===== src/rtl/mul_pkg.sv =====
// mul_pkg: shared types and frame-geometry helpers for the product unloader.
// UNLOADER_SIGN_EN adds the multiplier sign bit as the top frame bit.
package mul_pkg;
  typedef enum logic {IDLE, SEND} state_t;
`ifdef UNLOADER_SIGN_EN
  localparam int SIGN_W = 1;
`else
  localparam int SIGN_W = 0;
`endif
  function automatic int frame_w(input int p_width);
    return p_width + SIGN_W;
  endfunction
  function automatic int beats(input int fw, input int ow);
    return (fw + ow - 1) / ow;
  endfunction
  function automatic int beat_w(input int n);
    return n > 1 ? $clog2(n) : 1;
  endfunction
endpackage


===== src/rtl/mul_product_fifo.sv =====
// mul_product_fifo: two-entry product buffer with registered full/empty and head.
module mul_product_fifo
  import mul_pkg::*;
#(
  parameter int W     = 4,
  parameter int DEPTH = 2
) (
  input  logic         clk,
  input  logic         rst,
  input  logic         push,
  input  logic         pop,
  input  logic [W-1:0] din,
  output logic         full,
  output logic         empty,
  output logic [W-1:0] head
);
  logic [W-1:0] mem [2];
  logic         wr_ptr, rd_ptr, do_push, do_pop;
  logic [1:0]   count;
  assign full    = count == 2'(DEPTH);
  assign empty   = count == 2'd0;
  assign head    = mem[rd_ptr];
  assign do_push = push && !full;
  assign do_pop  = pop && !empty;
  always_ff @(posedge clk or negedge rst)
    if (!rst) begin
      wr_ptr <= 1'b0;
      rd_ptr <= 1'b0;
      count  <= 2'd0;
    end else begin
      wr_ptr <= wr_ptr ^ do_push;
      rd_ptr <= rd_ptr ^ do_pop;
      count  <= count + 2'(do_push) - 2'(do_pop);
    end
  always_ff @(posedge clk)
    if (do_push) mem[wr_ptr] <= din;
endmodule


===== src/rtl/mul_product_unloader.sv =====
// mul_product_unloader: buffers multiplier products and streams them out LSB slice first.
// Define UNLOADER_SIGN_EN to carry in_s as the top frame bit.
module mul_product_unloader
  import mul_pkg::*;
#(
  parameter int P_WIDTH   = 4,
  parameter int OUT_WIDTH = 2,
  parameter int DEPTH     = 2
) (
  input  logic                 clk,
  input  logic                 rst,
  input  logic [P_WIDTH-1:0]   in_p,
  input  logic                 in_s,
  input  logic                 in_valid,
  output logic                 in_ready,
  output logic [OUT_WIDTH-1:0] out_data,
  output logic                 out_valid,
  output logic                 out_last,
  input  logic                 out_ack,
  output logic                 ovf
);
  localparam int FW    = frame_w(P_WIDTH);
  localparam int BEATS = beats(FW, OUT_WIDTH);
  localparam int BW    = beat_w(BEATS);
  localparam int FLEN  = BEATS * OUT_WIDTH;
  state_t          state;
  logic [BW-1:0]   beat;
  logic [FW-1:0]   din, head;
  logic [FLEN-1:0] frame;
  logic            full, empty, push, pop, last;
`ifdef UNLOADER_SIGN_EN
  assign din = {in_s, in_p};
`else
  logic unused_s;
  assign unused_s = in_s;
  assign din      = in_p;
`endif
  assign in_ready  = !full;
  assign push      = in_valid && !full;
  assign last      = beat == BW'(BEATS - 1);
  assign pop       = out_valid && out_ack && last;
  assign frame     = FLEN'(head);
  assign out_valid = state == SEND;
  assign out_last  = out_valid && last;
  assign out_data  = out_valid ? frame[beat*OUT_WIDTH +: OUT_WIDTH] : '0;
  mul_product_fifo #(.W(FW), .DEPTH(DEPTH)) u_fifo (
    .clk   (clk),
    .rst   (rst),
    .push  (push),
    .pop   (pop),
    .din   (din),
    .full  (full),
    .empty (empty),
    .head  (head)
  );
  // SEND exactly while the buffer will hold a frame after this edge, so frames chain without bubbles
  always_ff @(posedge clk or negedge rst)
    if (!rst) begin
      state <= IDLE;
      beat  <= '0;
      ovf   <= 1'b0;
    end else begin
      state <= (push || (!empty && (!pop || full))) ? SEND : IDLE;
      ovf   <= ovf | (in_valid && full);
      if (out_valid && out_ack) beat <= last ? '0 : beat + BW'(1);
    end
endmodule


===== config.mk =====
export PLATFORM = sky130hd
export DESIGN_NAME = mul_product_unloader
export DESIGN_NICKNAME = d
export VERILOG_FILES = /design/src/rtl/mul_pkg.sv /design/src/rtl/mul_product_fifo.sv /design/src/rtl/mul_product_unloader.sv
export SDC_FILE = /design/constraint.sdc
export NUM_CORES = 1
export LEC_CHECK = 0
export ABC_AREA = 1
export CAP_MARGIN = 30
export CORE_UTILIZATION = 50
export CTS_BUF_LIST = sky130_fd_sc_hd__clkbuf_8
export DETAILED_ROUTE_END_ITERATION = 10
export PLACE_DENSITY = 0.79
export SETUP_SLACK_MARGIN = 0.5
export SYNTH_ARGS = -nofsm -noshare
export SYNTH_HDL_FRONTEND = slang
export SYNTH_SLANG_ARGS = --single-unit

===== constraint.sdc =====
create_clock -name clk -period 1.56 [get_ports clk]
set_input_delay 0.234 -clock clk [delete_from_list [all_inputs] [get_ports clk]]
set_output_delay 0.234 -clock clk [all_outputs]
set_load 0.005 [all_outputs]

==> impl_metrics.env, run 1 <==
export IMPL_status="finished, violations left"
export IMPL_violations="setup timing"
export IMPL_syn_area_sq_um=704
export IMPL_tritoncts="done"
export IMPL_synth_ff_latch_count=15
export IMPL_setup_viol=1
export IMPL_cts_buffers=3
export IMPL_cp_arrival_ns=1.71
export IMPL_rsz0062_at_grt="yes"
export IMPL_cp_max_fo=4
export IMPL_n_antenna_cell=0
export IMPL_hold_class="primary input to async pin"
export IMPL_power_density_nw_per_um2=2070
export IMPL_clock_skew_ns=0.000934
export IMPL_ir_drop_v=0.00161
export IMPL_syn_to_final_growth_pct=62.7
export IMPL_drc_errors=0
export IMPL_overflow=0
export IMPL_dpl_cell_area_sq_um=891
export IMPL_final_area_sq_um=1150
export IMPL_maxSlewHeadroom=0.755
export IMPL_fin_util=0.881
export IMPL_initial_core_util=0.541
export IMPL_rrSetupSlack_ns=-0.001
export IMPL_setup_slack_ns=-0.00122
export IMPL_firstDrtPassIters=4
export IMPL_rows=13
export IMPL_yosysTopAreaCellShare=0.341
export IMPL_wl_um=2510
export IMPL_start_kind="flip-flop"
export IMPL_drive_gt1_frac=0.557
export IMPL_cts_buffer_depth=2
export IMPL_ys_seq_area_frac=0.590
export IMPL_finalMaxSlewViolations=0
export IMPL_coreArea_sq_um=1300
export IMPL_dieArea_sq_um=1560
export IMPL_dp_hpwl_um=1010
export IMPL_track_usage=0.308
export IMPL_io_pins=15
export IMPL_htree_levels=1
export IMPL_first_iter_violations=22
export IMPL_hold_slack_ns=0.250
export IMPL_die_x_um=39.5
export IMPL_cp_end_kind="flip-flop"
export IMPL_period_minus_slack_ns=1.56
export IMPL_finalPower_mw=2.38
export IMPL_holdBufCountCts=0
export IMPL_die_y_um=39.5
export IMPL_grt_pass1_wl_um=2880
export IMPL_place_gp_congestion=0.685
export IMPL_synth_avg_cell_area_sq_um=9.27
export IMPL_timing_rr_start="beat$_DFFE_PN0N_"
export IMPL_critPathRequiredTime_ns=1.71
export IMPL_max_freq_mhz=641
export IMPL_pre_cts_ws_ns=-0.257
export IMPL_critical_path_class="flip-flop to flip-flop"
export IMPL_synth_cells=76
export IMPL_tightest_slew_ns=0.367
export IMPL_reg2reg_to="u_fifo.count[1]$_DFF_PN0_"
export IMPL_final_antenna_net_count=0
export IMPL_finalCritPeriodShare=1.00
export IMPL_dr_total_vias=716
export IMPL_wl_per_cell_um=19.3
export IMPL_synth_cell_types=14
export IMPL_worst_skew_pair_late_latency_ns=0.26
export IMPL_p_leak_nw=0.564
export IMPL_antenna_found_initial=0
export IMPL_rr_worst_depth=13
export IMPL_grt_pass1_vias=646
export IMPL_avgViaCountPerCell=5.51
export IMPL_portBuffers=13
export IMPL_root_buffer="clkbuf_8"
export IMPL_synthesis_nets=87
export IMPL_max_cap_violations=0
export IMPL_clock_sinks=15
export IMPL_grt_max_degree=9
export IMPL_hold_viol_final=0
export IMPL_synth_area_leaders="edfxtp_1, dfrtp_1, nand2_1"
export IMPL_yosys_warnings=0
export IMPL_nets=127
export IMPL_synth_top_area_cell="edfxtp_1"
export IMPL_clk_pin_slew_worst_paths_ns=0.07
[worst max path at each step]
stage | cells past startpoint | from | to | slack [ns]
final | 13 | beat$_DFFE_PN0N_ | u_fifo.count[1]$_DFF_PN0_ | -0.001
after global routing | 13 | beat$_DFFE_PN0N_ | u_fifo.count[1]$_DFF_PN0_ | -0.03
after CTS | 5 | u_fifo.rd_ptr$_DFF_PN0_ | out_data[0] | 0.09
after detailed placement | 11 | out_ack | u_fifo.count[1]$_DFF_PN0_ | -0.26
after global placement | 11 | out_ack | u_fifo.count[1]$_DFF_PN0_ | -0.18
after floorplan | 10 | beat$_DFFE_PN0N_ | u_fifo.count[1]$_DFF_PN0_ | 0.21
[cell usage in the layout, fill, tap and decap left out]
cell type / Yosys / layout
dfrtp_1: 7 / 4
clkbuf_2: 0 / 2
buf_2: 0 / 3
clkdlybuf4s50_1: 0 / 6
ha_4: 0 / 2
clkbuf_8: 0 / 3
inv_1: 14 / 13
buf_4: 0 / 18
nor2_1: 2 / 1
a21oi_1: 4 / 3
nand3_4: 0 / 1
nand2_4: 1 / 2
nor2_4: 1 / 2
nand3_1: 6 / 3
nand2_1: 20 / 11
nand3_2: 1 / 3
nand2_2: 2 / 10
a21oi_2: 0 / 1
dfrtp_2: 0 / 3
inv_4: 0 / 1
edfxtp_1: 8 / 8
o21bai_1: 1 / 1
inv_2: 7 / 8
buf_6: 0 / 5
dlygate4sd2_1: 0 / 1
[power breakdown]
group | internal [mW] | switching (mW) | leakage [nW] | total [mW]
clock | 0.175 | 0.159 | 0.0269 | 0.334
combinational | 0.670 | 0.697 | 0.388 | 1.37
sequential | 0.564 | 0.113 | 0.149 | 0.677
total | 1.41 | 0.969 | 0.564 | 2.38
[registers in the layout, indices dropped and copies added (netlist names)]
| name | flops |
|---|---|
| beat | 1 |
| u_fifo.rd_ptr | 1 |
| u_fifo.wr_ptr | 1 |
| u_fifo.mem | 8 |
| u_fifo.count | 2 |
| out_valid | 1 |
| ovf | 1 |
[cell families after synthesis]
family,after synthesis,share of synthesized area
and+or+nand+nor,33,0.224
AOI/OAI and AO/OA,5,0.0391
buffers and inverters,21,0.112
DFF,15,0.590
adders and majority gates,2,0.0355
[per-stage QoR]
step	setup TNS (ns)	std cells
after floorplan	0	76
final	-0.00122	130
after global placement	-0.181	108
after detailed placement	-0.293	108
after CTS	0	124
after global routing	-0.0344	130
[final cells by class]
cell class              instances  area, sq um
clock inverters                 1         3.75
well taps                      15         18.8
flip-flops and latches         15          419
fillers                        67          155
repair buffers                 35          285
multi-input cells              40          297
clock buffers                   3         41.3
inverters                      21         81.3
[routing by layer]
layer / vias up / wire (um) / share of wire / global-route usage
met5: - / 0 / 0 / 0
met4: 0 / 125 / 0.050 / 0.198
met3: 17 / 141 / 0.056 / 0.0568
met2: 53 / 1330 / 0.53 / 0.578
met1: 339 / 905 / 0.36 / 0.299
li1: 307 / - / - / -
[critical path, stage by stage (launching register included)]
cell,delay (ns)
dfrtp_2,0.40
buf_6,0.11
nand3_4,0.09
nor2_4,0.15
inv_2,0.06
nand2_2,0.07
nand2_2,0.06
ha_4,0.17
inv_2,0.06
nand2_2,0.08
nand2_4,0.07
inv_2,0.03
nand2_1,0.05
nand2_1,0.05
[Yosys cell counts]
library cell and number:
nor2_1 2, nand3_2 1, o21bai_1 1, nand2_2 2, nand2_4 1, edfxtp_1 8, nor2_4 1, ha_1 2
a21oi_1 4, nand2_1 20, nand3_1 6, dfrtp_1 7, inv_2 7, inv_1 14
[repair_timing]
item,CTS,global route
setup buffers,12,6
pin swaps,9,7
gates cloned,0,0
setup endpoints to repair,18,17
gates resized for setup,41,10
Note: power is estimated with default switching activity, not from simulation.
==> inputs of run 2 (changes only) <==
Settings changed: SLEW_MARGIN set to 30.
==> results of run 2 <==
Final layout, timing and power as in run 1 (identical DEF).
==> inputs of run 3 (changes only) <==
Settings changed: CAP_MARGIN 30 to unset.
==> results of run 3 <==
Final layout, timing and power as in run 1 (identical DEF).
